[config.mk]
export PLATFORM = sky130hd
export DESIGN_NAME = arith_arbiter
export DESIGN_NICKNAME = d
export VERILOG_FILES = /design/src/rtl/arith_arbiter.sv
export SDC_FILE = /design/constraint.sdc
export NUM_CORES = 1
export LEC_CHECK = 0
export BUFFER_PORTS_ARGS = -buffer_cell sky130_fd_sc_hd__buf_2
export CAP_MARGIN = 20
export CORE_AREA = 3 3 159 161
export CTS_BUF_LIST = sky130_fd_sc_hd__clkbuf_4
export CTS_CLUSTER_SIZE = 8
export DETAILED_ROUTE_END_ITERATION = 6
export DIE_AREA = 0 0 162 164
export PLACE_DENSITY = 0.62
export SYNTH_ARGS = -nofsm -noshare
export SYNTH_HDL_FRONTEND = slang
export SYNTH_SLANG_ARGS = --single-unit
[constraint.sdc]
create_clock -name clk -period 3.7 [get_ports clk]
set_clock_uncertainty 0.15 [all_clocks]
set_input_delay 0.74 -clock clk [delete_from_list [all_inputs] [get_ports clk]]
set_output_delay 0.74 -clock clk [all_outputs]
set_load 0.02 [all_outputs]
[src/rtl/arith_arbiter.sv]
// ---------------------------------------------------------------------------
// arith_arbiter
//
// Shares a single Arithmetic_Unit between NUM_REQ requesters. One request is
// in flight at a time: a round-robin winner is accepted in IDLE, its opcode
// and operands are driven (registered) onto au_*, the block waits AU_LATENCY
// cycles, captures au_result and presents it on the rsp_* channel until the
// consumer takes it.
//
// Parameters
//   NUM_REQ     number of requesters (2..8)
//   OPCODE_L    opcode width (00 add, 01 sub, 10 mul, 11 div)
//   OPERAND_L   operand width
//   RES_L       result width
//   AU_LATENCY  clk edges from au_* change to au_result valid (1..15)
//
// Ports
//   clk, rst                        clock, asynchronous active-high reset
//   req_valid / req_ready           per-requester handshake (ready is
//                                   combinational, at most one bit high)
//   req_opcode/operand1/operand2    packed per-requester request fields,
//                                   requester i at slice i
//   au_opcode/operand1/operand2     registered drive to the Arithmetic_Unit
//   au_result                       result returned by the Arithmetic_Unit
//   rsp_valid / rsp_ready           response handshake
//   rsp_id, rsp_result, rsp_err     requester index, result, div-by-zero flag
//   busy                            high whenever the FSM is not IDLE
//
// Build option
//   ARB_DIVZERO_CHECK_EN  when defined, an accepted divide with operand2 == 0
//                         is not issued; it is answered immediately with an
//                         all-ones result and rsp_err = 1. When undefined,
//                         every request is issued and rsp_err is tied to 0.
// ---------------------------------------------------------------------------
module arith_arbiter #(
    parameter int NUM_REQ    = 4,
    parameter int OPCODE_L   = 2,
    parameter int OPERAND_L  = 32,
    parameter int RES_L      = 32,
    parameter int AU_LATENCY = 1
) (
    input  logic                           clk,
    input  logic                           rst,
    input  logic [NUM_REQ-1:0]             req_valid,
    output logic [NUM_REQ-1:0]             req_ready,
    input  logic [NUM_REQ*OPCODE_L-1:0]    req_opcode,
    input  logic [NUM_REQ*OPERAND_L-1:0]   req_operand1,
    input  logic [NUM_REQ*OPERAND_L-1:0]   req_operand2,
    output logic [OPCODE_L-1:0]            au_opcode,
    output logic [OPERAND_L-1:0]           au_operand1,
    output logic [OPERAND_L-1:0]           au_operand2,
    input  logic [RES_L-1:0]               au_result,
    output logic                           rsp_valid,
    input  logic                           rsp_ready,
    output logic [$clog2(NUM_REQ)-1:0]     rsp_id,
    output logic [RES_L-1:0]               rsp_result,
    output logic                           rsp_err,
    output logic                           busy
);

    localparam int ID_W  = $clog2(NUM_REQ);
    localparam int CNT_W = 4;

    typedef enum logic [1:0] {
        IDLE = 2'd0,
        WAIT = 2'd1,
        RESP = 2'd2
    } state_t;

    state_t                 state_reg;
    state_t                 state_next;
    logic [ID_W-1:0]        last_grant_reg;
    logic [CNT_W-1:0]       cnt_reg;
    logic [OPCODE_L-1:0]    au_opcode_reg;
    logic [OPERAND_L-1:0]   au_operand1_reg;
    logic [OPERAND_L-1:0]   au_operand2_reg;
    logic [ID_W-1:0]        rsp_id_reg;
    logic [RES_L-1:0]       rsp_result_reg;

    // Unpacked views of the per-requester request fields.
    logic [OPCODE_L-1:0]    opcode_arr   [NUM_REQ];
    logic [OPERAND_L-1:0]   operand1_arr [NUM_REQ];
    logic [OPERAND_L-1:0]   operand2_arr [NUM_REQ];

    logic                   grant_found;
    logic [ID_W-1:0]        grant_idx;
    int                     cand;
    logic                   accept;

    genvar gi;
    generate
        for (gi = 0; gi < NUM_REQ; gi++) begin : g_unpack
            assign opcode_arr[gi]   = req_opcode[gi*OPCODE_L +: OPCODE_L];
            assign operand1_arr[gi] = req_operand1[gi*OPERAND_L +: OPERAND_L];
            assign operand2_arr[gi] = req_operand2[gi*OPERAND_L +: OPERAND_L];
        end
    endgenerate

    // Round-robin search: start one past the last grant and wrap. When a
    // single requester is valid it always wins, so it is never held off.
    always_comb begin
        grant_found = 1'b0;
        grant_idx   = '0;
        cand        = 0;
        for (int k = 0; k < NUM_REQ; k++) begin
            cand = int'(last_grant_reg) + 1 + k;
            if (cand >= NUM_REQ) begin
                cand = cand - NUM_REQ;
            end
            if (!grant_found && req_valid[cand[ID_W-1:0]]) begin
                grant_found = 1'b1;
                grant_idx   = cand[ID_W-1:0];
            end
        end
    end

    assign accept = (state_reg == IDLE) && grant_found;

    generate
        for (gi = 0; gi < NUM_REQ; gi++) begin : g_ready
            assign req_ready[gi] = accept && (grant_idx == ID_W'(gi));
        end
    endgenerate

`ifdef ARB_DIVZERO_CHECK_EN
    logic div_zero;
    logic rsp_err_reg;

    assign div_zero = (opcode_arr[grant_idx] == {OPCODE_L{1'b1}}) &&
                      (operand2_arr[grant_idx] == '0);
    assign rsp_err  = rsp_err_reg;
`else
    assign rsp_err  = 1'b0;
`endif

    // State register
    always_ff @(posedge clk or posedge rst) begin
        if (rst) begin
            state_reg <= IDLE;
        end else begin
            state_reg <= state_next;
        end
    end

    // Next-state logic
    always_comb begin
        state_next = state_reg;
        case (state_reg)
            IDLE: begin
                if (grant_found) begin
`ifdef ARB_DIVZERO_CHECK_EN
                    state_next = div_zero ? RESP : WAIT;
`else
                    state_next = WAIT;
`endif
                end
            end
            WAIT: begin
                if (cnt_reg == CNT_W'(1)) begin
                    state_next = RESP;
                end
            end
            RESP: begin
                if (rsp_ready) begin
                    state_next = IDLE;
                end
            end
            default: state_next = IDLE;
        endcase
    end

    // Datapath: issue registers, latency counter and response capture.
    // A reset at any point simply wipes the in-flight request.
    always_ff @(posedge clk or posedge rst) begin
        if (rst) begin
            last_grant_reg  <= ID_W'(NUM_REQ - 1);
            cnt_reg         <= '0;
            au_opcode_reg   <= '0;
            au_operand1_reg <= '0;
            au_operand2_reg <= '0;
            rsp_id_reg      <= '0;
            rsp_result_reg  <= '0;
`ifdef ARB_DIVZERO_CHECK_EN
            rsp_err_reg     <= 1'b0;
`endif
        end else begin
            case (state_reg)
                IDLE: begin
                    if (grant_found) begin
                        last_grant_reg <= grant_idx;
                        rsp_id_reg     <= grant_idx;
`ifdef ARB_DIVZERO_CHECK_EN
                        if (div_zero) begin
                            // Answer locally; the AU keeps its previous inputs.
                            rsp_result_reg <= '1;
                            rsp_err_reg    <= 1'b1;
                        end else begin
                            au_opcode_reg   <= opcode_arr[grant_idx];
                            au_operand1_reg <= operand1_arr[grant_idx];
                            au_operand2_reg <= operand2_arr[grant_idx];
                            cnt_reg         <= CNT_W'(AU_LATENCY);
                            rsp_err_reg     <= 1'b0;
                        end
`else
                        au_opcode_reg   <= opcode_arr[grant_idx];
                        au_operand1_reg <= operand1_arr[grant_idx];
                        au_operand2_reg <= operand2_arr[grant_idx];
                        cnt_reg         <= CNT_W'(AU_LATENCY);
`endif
                    end
                end
                WAIT: begin
                    cnt_reg <= cnt_reg - CNT_W'(1);
                    if (cnt_reg == CNT_W'(1)) begin
                        rsp_result_reg <= au_result;
                    end
                end
                default: begin
                end
            endcase
        end
    end

    assign au_opcode   = au_opcode_reg;
    assign au_operand1 = au_operand1_reg;
    assign au_operand2 = au_operand2_reg;
    assign rsp_id      = rsp_id_reg;
    assign rsp_result  = rsp_result_reg;
    assign rsp_valid   = (state_reg == RESP);
    assign busy        = (state_reg != IDLE);

endmodule

==> out/qor.yml, run 1 <==
synthesis:
  synth_simple_gate_area_frac: 0.0784
  synth.largest_area_cell: "dfrtp_1"
  synthDistinctLibCells: 43
  synth_compound_area_frac: 0.256
  muxShareOfSynthArea: 0.160
  syn_nets: 973
  synthTopCellsByArea: "dfrtp_1, mux2i_1, o22ai_1"
  seq_area_frac_synth: 0.425
  synth_top_family_by_area: "compound AO/OA/AOI/OAI gates"
  synth_xor_area_frac: 0.00138
  post_synth_fa_ha_maj_area_fraction: 0.00393
  synthCells: 668
  ys_ff_latch: 108
  syn_area_per_cell_um2: 9.53
  syn-cell-area_um2: 6370
  yosys.area.top_type_share: 0.417
  synth_warnings: 0
clock_tree:
  cts_sinks: 108
  cts_max_level: 3
  postCtsSetupRepairBufs: 0
  cts.clk_slew.worst_paths_ns: 0.20
  clock_path_buffers: 2
  cts_tree: "done"
  cts_hold_buf: 0
  cts_buffers: 9
  ctsResizeCount: 0
  root_buffer: "clkbuf_4"
  clk_latency_ns: 0.47
grt:
  antenna_found_initial: 1
  grt_usage: 0.177
  grt_pass1_vias: 6603
  gr-total-overflow: 0
  grt_pass1_wl_mm: 36.8
  grt_max_degree: 109
outcome:
  status: "complete, no violations"
timing:
  drv_slew: 0
  maxSlewHeadroom: 0.316
  setup_ws_ns: 0.263
  rsz0062_at_grt: "no"
  hold_viol_final: 0
  period_share: 0.929
  worstMarginPinSlew_ns: 1.03
  finalSetupViolCount: 0
  fmax_ghz: 0.291
  fin_tns_setup_ns: 0
  fin_crit_ns: 3.44
die:
  die-area_um2: 26600
  ioPinCount: 410
  rows: 57
  fp.coreArea_um2: 24100
  start_util: 0.264
  chipWidth_um: 162
  die_h_um: 164
detailed_routing:
  vias: 6822
  ant_nets: 0
  first_iter_violations: 457
  wl_per_cell_um: 18.2
  drc_errors: 0
  totalWireLength_mm: 24.9
  via_per_inst: 4.98
  drtPass1Iterations: 5
critical_path:
  cp_max_fo: 15
  reg2regPathDepth: 6
  r2r_slack_ns: 0.86
  rr_endpoint: "au_operand2[7]"
  cp-start-kind: "flip-flop"
  worst_ep_arrival_time_ns: 2.55
  end_kind: "primary output"
  critPathKind: "reg2out"
  r2r-start: "last_grant_reg[1]"
  cp.required_ns: 2.81
final_layout:
  mostFrequentLayoutCell: "buf_2"
  layout_common_cells: "buf_2, dfrtp_1, nor2_1, o21ai_0"
  nets: 1345
  drive_above_1_share: 0.463
  areaGrowthSynthToFinish_pct: 37.6
  final_cells: 1370
  final_core_util: 0.363
placement:
  dp_hpwl_mm: 18.3
  dp_cells: 1353
  place.gp.congestion: 0.790
  io_buffers: 408
  dp_slack_ns: 0.563
flow_run:
  maxCapViolations: 0
power_and_ir_drop:
  power_frac_clock: 0.092
  vdd_drop_max_mv: 0.400
  p_comb_frac: 0.596
  p_sw_frac: 0.488
  power_leakage_nw: 4.46
  p_switching_w: 0.00330
  power_frac_seq: 0.312
  internal_power_w: 0.00346
  powerDensity_nw_per_um2: 773
worst_hold_path:
  hold_class: "in2async"
-- synthesized netlist by cell type, drive strengths merged --
| cell type | count |
|---|---|
| clkbuf | 31 |
| nor2b | 2 |
| nand3 | 1 |
| mux2i | 66 |
| o21ai | 96 |
| nor3 | 3 |
| dfstp | 2 |
| nor3b | 1 |
| mux2 | 32 |
| nor2 | 95 |
| o21a | 1 |
| and3 | 1 |
| a222oi | 1 |
| ha | 2 |
| a32oi | 1 |
| or2 | 1 |
| and2 | 3 |
| o22ai | 66 |
| nand2b | 3 |
| a221o | 1 |
| o211a | 20 |
| a221oi | 47 |
| conb | 1 |
| xnor2 | 1 |
| inv | 29 |
| dfrtp | 106 |
| buf | 33 |
| nand2 | 9 |
| a211oi | 1 |
| a21oi | 5 |
| o211ai | 2 |
| or4 | 1 |
| a21o | 2 |
| a22o | 2 |
-- final cells by class --
| type | instances | area, um^2 |
|---|---|---|
| Antenna cell | 1 | 2.50 |
| Clock inverter | 6 | 56.3 |
| Timing Repair Buffer | 425 | 2190 |
| Multi-Input combinational cell | 467 | 3210 |
| Fill cell | 2557 | 15300 |
| Inverter | 29 | 113 |
| Tap cell | 324 | 405 |
| Clock buffer | 10 | 75.1 |
| Sequential cell | 108 | 2710 |
-- worst max path at each step --
stage | from | end
2_1_floorplan | req_valid[0] | req_ready[3]
3_3_place_gp | req_valid[1] | req_ready[2]
3_5_place_dp | req_valid[1] | req_ready[2]
4_1_cts | last_grant_reg[1] | req_ready[2]
5_1_grt | last_grant_reg[1] | req_ready[2]
6_report | last_grant_reg[1] | req_ready[2]
-- power groups by stage --
stage / clock network, W / logic (W) / registers, W
6_report: 0.000623 / 0.00403 / 0.00211
5_1_grt: 0.000716 / 0.00437 / 0.00219
4_1_cts: 0.000676 / 0.00407 / 0.00211
3_5_place_dp: 0 / 0.00407 / 0.00213
3_3_place_gp: 0 / 0.00400 / 0.00211
2_1_floorplan: 0 / 0.00221 / 0.00269
-- per-stage QoR --
step | power, W | hold slack, ns | area (um^2)
6_report | 0.00677 | 0.215 | 8760
5_1_grt | 0.00728 | 0.216 | 8760
4_1_cts | 0.00686 | 0.220 | 8760
3_5_place_dp | 0.00620 | 0.333 | 8620
3_3_place_gp | 0.00611 | 0.315 | 8620
2_1_floorplan | 0.00490 | 0.310 | 6370
-- layer usage --
layer  vias up  GRT usage  routed length [um]
li1       3225          -                   -
met1      3252      0.225               10400
met2       316      0.303               12200
met3        29     0.0378                1840
met4         0     0.0516                 462
met5         -          0                   0
-- worst max-delay path, cell delays in order, from the launching register on --
cell      delay, ns
dfstp_2        0.73
nand2_1        0.09
a21o_1         0.18
a222oi_1       0.64
and3_1         0.26
buf_2          0.18
-- cells by family after synthesis --
kind of cell / Yosys count
AOI/OAI and AO/OA: 245
and+or+nand+nor: 120
DFF: 108
muxes: 98
buffers and inverters: 93
adders and majority gates: 2
other: 1
xor gates and xnor gates: 1
Power figures use the tool's default switching activity.
==> run 2, diff against run 1 <==
--- a/config.mk
+++ b/config.mk
@@ -7,11 +7,11 @@
 export LEC_CHECK = 0
 export BUFFER_PORTS_ARGS = -buffer_cell sky130_fd_sc_hd__buf_2
 export CAP_MARGIN = 20
-export CORE_AREA = 3 3 159 161
+export CORE_AREA = 3 3 160 162
 export CTS_BUF_LIST = sky130_fd_sc_hd__clkbuf_4
 export CTS_CLUSTER_SIZE = 8
 export DETAILED_ROUTE_END_ITERATION = 6
-export DIE_AREA = 0 0 162 164
+export DIE_AREA = 0 0 163 165
 export PLACE_DENSITY = 0.62
 export SYNTH_ARGS = -nofsm -noshare
 export SYNTH_HDL_FRONTEND = slang
==> run 2 against run 1 <==
  * Die area rose by 1.2%
  * Largest power group unchanged
  * Power rose by 1.2%
  * Fmax is 9.3% higher
  * Critical path type unchanged
  * Critical endpoint is now req_ready[3]
  * Cell count increased by 0.22%
  * First-iteration DRC count increased by 2.8%
==> out/qor.yml, run 2 (same netlist as run 1, synthesis figures left out) <==
critical_path:
  cp_num_buf_inv: 2  # was 1
  end_kind: "primary output"  # unchanged
  worst_path_max_delay_cell: "dfstp_2"  # unchanged
  cp-start-kind: "flip-flop"  # unchanged
  critPathKind: "reg2out"  # unchanged
  cp_slowest_stage_delay_ns: 0.72  # was 0.73 ns
  cp_max_fo: 15  # unchanged
  cp.required_ns: 2.81  # about the same
  worst_ep_arrival_time_ns: 2.26  # was 2.55 ns
  path_delay_family: "flip-flops"  # was compound AO/OA/AOI/OAI gates
  timing.critical_path.cells: "nand2_1 > a21o_1 > a222oi_1 > buf_4 > nor3_1 > buf_2"  # was nand2_1 > a21o_1 > a222oi_1 > and3_1 > buf_2
detailed_routing:
  vias: 6824  # was 6822
  via_per_inst: 4.97  # was 4.98
  drc_errors: 0  # unchanged
  ant_nets: 0  # unchanged
  drtPass1Iterations: 5  # unchanged
  wl_per_cell_um: 18.4  # was 18.2 um
  totalWireLength_mm: 25.2  # was 24.9 mm
  first_iter_violations: 470  # was 457
clock_tree:
  ctsResizeCount: 0  # unchanged
  cts.clk_slew.worst_paths_ns: 0.19  # was 0.20 ns
  clock_path_buffers: 2  # unchanged
  root_buffer: "clkbuf_4"  # unchanged
  cts_tree: "done"  # unchanged
  cts_max_level: 3  # unchanged
  cts_sinks: 108  # unchanged
  postCtsSetupRepairBufs: 0  # unchanged
  cts_buffers: 9  # unchanged
  cts_hold_buf: 0  # unchanged
  clk_latency_ns: 0.48  # was 0.47 ns
timing:
  worstMarginPinSlew_ns: 0.977  # was 1.03 ns
  fin_tns_setup_ns: 0  # unchanged
  period_share: 0.850  # was 0.929
  setup_ws_ns: 0.554  # was 0.263 ns
  drv_slew: 0  # unchanged
  maxSlewHeadroom: 0.348  # was 0.316
  timing.hold.ws_ns: 0.210  # was 0.215 ns
  rsz0062_at_grt: "no"  # unchanged
  finalSetupViolCount: 0  # unchanged
  fin_crit_ns: 3.15  # was 3.44 ns
  fmax_ghz: 0.318  # was 0.291 GHz
  hold_viol_final: 0  # unchanged
power_and_ir_drop:
  power_frac_clock: 0.100  # was 0.092
  powerDensity_nw_per_um2: 777  # was 773 nW/um^2
  vdd_drop_max_mv: 0.426  # was 0.400 mV
  p_comb_frac: 0.592  # was 0.596
  internal_power_w: 0.00355  # was 0.00346 W
  power_frac_seq: 0.308  # was 0.312
  power_leakage_nw: 4.50  # was 4.46 nW
  p_sw_frac: 0.481  # was 0.488
  p_switching_w: 0.00329  # was 0.00330 W
flow_run:
  maxCapViolations: 0  # unchanged
die:
  rows: 57  # unchanged
  chipWidth_um: 163  # was 162 um
  fp.coreArea_um2: 24200  # was 24100 um^2
  start_util: 0.263  # was 0.264
  die_h_um: 165  # was 164 um
  die-area_um2: 26900  # was 26600 um^2
  ioPinCount: 410  # unchanged
placement:
  dp_cells: 1354  # was 1353
  dp_hpwl_mm: 19.1  # was 18.3 mm
  io_buffers: 408  # unchanged
  dp_slack_ns: 0.448  # was 0.563 ns
  place.gp.congestion: 0.834  # was 0.790
outcome:
  status: "complete, no violations"  # unchanged
final_layout:
  fillers: 2547  # was 2557
  areaGrowthSynthToFinish_pct: 38.5  # was 37.6%
  drive_above_1_share: 0.465  # was 0.463
  nets: 1348  # was 1345
  mostFrequentLayoutCell: "buf_2"  # unchanged
  layout_common_cells: "buf_2, dfrtp_1, nor2_1, o21ai_0"  # unchanged
  final_core_util: 0.364  # was 0.363
  final_cells: 1373  # was 1370
grt:
  grt_usage: 0.177  # about the same
  grt_pass1_vias: 6434  # was 6603
  gr-total-overflow: 0  # unchanged
  grt_max_degree: 89  # was 109
  grt_pass1_wl_mm: 36.5  # was 36.8 mm
  antenna_found_initial: 3  # was 1
worst_hold_path:
  hold_class: "in2async"  # unchanged
==> run 2: cell types whose count changed in the layout (fill, tap and decap cells not counted) <==
cell,change
inv_6,+1
buf_4,+2
buf_12,+1
clkinv_4,-1
clkinvlp_4,-1
bufinv_16,+1
==> run 2: path summary, 6_finish.rpt <==
path	from	endpoint	slack [ns]	cells after the start
worst max-delay path	last_grant_reg[1]	req_ready[3]	0.55	6
worst min-delay path	rst	rsp_result[7]	0.21	2
worst max register to register	last_grant_reg[1]	au_operand1[4]	1.04	7
worst min register to register	rsp_id[1]	rsp_id[1]	0.36	2
max in group asynchronous	rst	last_grant_reg[0]	2.28	3
min in group clk	rsp_ready	state_reg[1]	0.27	2
==> run 2: per-layer routing <==
layer	part of all wire	GRT usage
met2	0.50	0.305
met5	0.0013	0
met1	0.39	0.213
met3	0.080	0.0434
met4	0.025	0.0677
==> run 2: layout make-up <==
type	instances	area, um^2	share of cell area
Sequential cell	108	2710	0.307
Antenna cell	1	2.50	0.000284
Clock inverter	6	78.8	0.00894
Timing Repair Buffer	428	2230	0.253
Inverter	29	113	0.0128
Multi-Input combinational cell	467	3210	0.364
Tap cell	324	405	0.0460
Clock buffer	10	75.1	0.00852
==> run 2: power by group through the flow <==
stage          clock [W]  combinational [W]  sequential [W]
4_1_cts         0.000722            0.00408         0.00211
3_5_place_dp           0            0.00409         0.00213
6_report        0.000682            0.00405         0.00211
5_1_grt         0.000760            0.00441         0.00220
2_1_floorplan          0            0.00221         0.00269
3_3_place_gp           0            0.00401         0.00211
==> run 2: per-stage QoR <==
stage                     power (W)  instance area (um^2)
after floorplan             0.00490                  6370
after global placement      0.00613                  8640
after detailed placement    0.00622                  8640
after CTS                   0.00691                  8800
after global routing        0.00737                  8820
final                       0.00685                  8820
==> run 3, diff against run 2 <==
--- a/config.mk
+++ b/config.mk
@@ -13,6 +13,7 @@
 export DETAILED_ROUTE_END_ITERATION = 6
 export DIE_AREA = 0 0 163 165
 export PLACE_DENSITY = 0.62
+export RECOVER_POWER = 25
 export SYNTH_ARGS = -nofsm -noshare
 export SYNTH_HDL_FRONTEND = slang
 export SYNTH_SLANG_ARGS = --single-unit
==> run 3 against run 2 <==
  * The flow now finishes with violations (max-capacitance violations, max-slew violations)
  * Fmax is 0.22% higher
  * Critical path depth unchanged
  * Worst hold slack better by 0.061 ns
  * Sequential share of layout area increased by 0.061 points
  * Combinational power is essentially flat
  * Largest power group unchanged
==> out/qor.yml, run 3 (same netlist as run 1, synthesis figures left out) <==
final_layout:
  seqCellArea_um2: 2710  # unchanged
  areaGrowthSynthToFinish_pct: 38.2  # was 38.5%
  multi_input_area_um2: 3210  # unchanged
  layout_common_cells: "buf_2, dfrtp_1, nor2_1, o21ai_0"  # unchanged
  nets: 1348  # unchanged
  mostFrequentLayoutCell: "buf_2"  # unchanged
  fillers: 2550  # was 2547
  drive_above_1_share: 0.465  # unchanged
  design_area_um2: 8800  # was 8820 um^2
placement:
  place.gp.congestion: 0.834  # unchanged
  dp_hpwl_mm: 19.1  # unchanged
  postPlaceCellArea_um2: 8640  # unchanged
  io_buffers: 408  # unchanged
worst_hold_path:
  hold_class: "in2reg"  # was in2async
  hold_end: "state_reg[1]"
  whs_path_depth: 2
  hold_start: "rsp_ready"
critical_path:
  r2r_slack_ns: 1.05  # was 1.04 ns
  reg2regPathDepth: 7  # unchanged
  worst_ep_arrival_time_ns: 2.25  # was 2.26 ns
  cp_max_fo: 15  # unchanged
  cp-start-kind: "flip-flop"  # unchanged
  end_kind: "primary output"  # unchanged
  critPathKind: "reg2out"  # unchanged
  rr_endpoint: "au_operand1[4]"  # unchanged
  setup.worst_path.start: "last_grant_reg[1]"  # unchanged
  r2r-start: "last_grant_reg[1]"  # unchanged
  cp.required_ns: 2.81  # about the same
flow_run:
  maxCapViolations: 1  # was 0
timing:
  worstMarginPinSlew_ns: 1.62  # was 0.977 ns
  drv_slew: 37  # was 0
  period_share: 0.848  # was 0.850
  timing.hold.ws_ns: 0.272  # was 0.210 ns
  fmax_ghz: 0.319  # was 0.318 GHz
  hold_viol_final: 0  # unchanged
  rsz0062_at_grt: "no"  # unchanged
  fin_tns_setup_ns: 0  # unchanged
  fin_crit_ns: 3.14  # was 3.15 ns
  finalSetupViolCount: 0  # unchanged
  maxSlewHeadroom: -0.0890  # was 0.348
grt:
  gr-total-overflow: 0  # unchanged
  grt_pass1_wl_mm: 36.5  # unchanged
  grt_pass1_vias: 6434  # unchanged
  grt_max_degree: 89  # unchanged
  grt_usage: 0.177  # unchanged
  antenna_found_initial: 3  # unchanged
detailed_routing:
  totalWireLength_mm: 25.2  # about the same
  via_per_inst: 4.96  # was 4.97
  vias: 6814  # was 6824
  ant_nets: 0  # unchanged
  first_iter_violations: 497  # was 470
  wl_per_cell_um: 18.4  # about the same
  drc_errors: 0  # unchanged
  drtPass1Iterations: 6  # was 5
clock_tree:
  ctsResizeCount: 0  # unchanged
  cts_tree: "done"  # unchanged
  clock_path_buffers: 2  # unchanged
  root_buffer: "clkbuf_4"  # unchanged
  cts_buffers: 9  # unchanged
  cts_max_level: 3  # unchanged
  clk_latency_ns: 0.48  # about the same
  cts_sinks: 108  # unchanged
  cts.clk_slew.worst_paths_ns: 0.18  # was 0.19 ns
outcome:
  violations: "max-capacitance violations, max-slew violations"
  status: "finished, violations left"  # was complete, no violations
die:
  start_util: 0.263  # unchanged
  ioPinCount: 410  # unchanged
  rows: 57  # unchanged
  die-area_um2: 26900  # unchanged
  die_h_um: 165  # unchanged
  fp.coreArea_um2: 24200  # unchanged
  chipWidth_um: 163  # unchanged
power_and_ir_drop:
  vdd_drop_max_mv: 0.429  # was 0.426 mV
  powerDensity_nw_per_um2: 778  # was 777 nW/um^2
  power_leakage_nw: 4.49  # was 4.50 nW
  total_power_w: 0.00685  # about the same
## run 3: cell types whose count changed in the layout (fill, tap and decap cells not counted)
cell        previous run  this run
clkinvlp_2             0         1
buf_12                 3         2
clkbuf_2               0         1
clkinvlp_4             1         0
## run 3: area by class of cell
type	instances	share of cell area
flip-flops and latches	108	0.307
multi-input cells	467	0.364
well taps	324	0.0461
clock buffers	10	0.00853
diodes	1	0.000284
clock inverters	6	0.00896
inverters	29	0.0125
repair buffers	428	0.252
## run 3: how the worst max path moves through the flow
stage                               to
final                     req_ready[3]
after global routing      req_ready[3]
after CTS                 req_ready[2]
after detailed placement  req_ready[2]
after global placement    req_ready[2]
after floorplan           req_ready[3]
## run 3: layer usage
layer | wire, um | GRT usage
met5 | 34 | 0
met1 | 10000 | 0.213
met2 | 12700 | 0.305
met3 | 1880 | 0.0434
met4 | 644 | 0.0677
## run 3: power by group
group	switching (W)	internal, W
combinational	0.00247	0.00159
clock	0.000452	0.000230
sequential	0.000375	0.00174
total	0.00330	0.00355
## run 3: critical path, stage by stage, from the launching register on
cell	delay, ns
dfstp_2	0.72
nand2_1	0.08
a21o_1	0.18
a222oi_1	0.38
buf_4	0.19
nor3_1	0.04
buf_2	0.16
## run 3: through the flow
step	instances	utilization	setup WS [ns]
after floorplan	668	-	0.512
after global placement	1354	0.357	0.484
after detailed placement	1354	0.357	0.448
after CTS	1370	0.363	0.0833
after global routing	1373	0.363	0.367
final	1373	0.363	0.561
## run 3: repair_timing
item	CTS	global route
buffers inserted	0	2
endpoints found under the setup margin	0	1
hold buffers	0	0
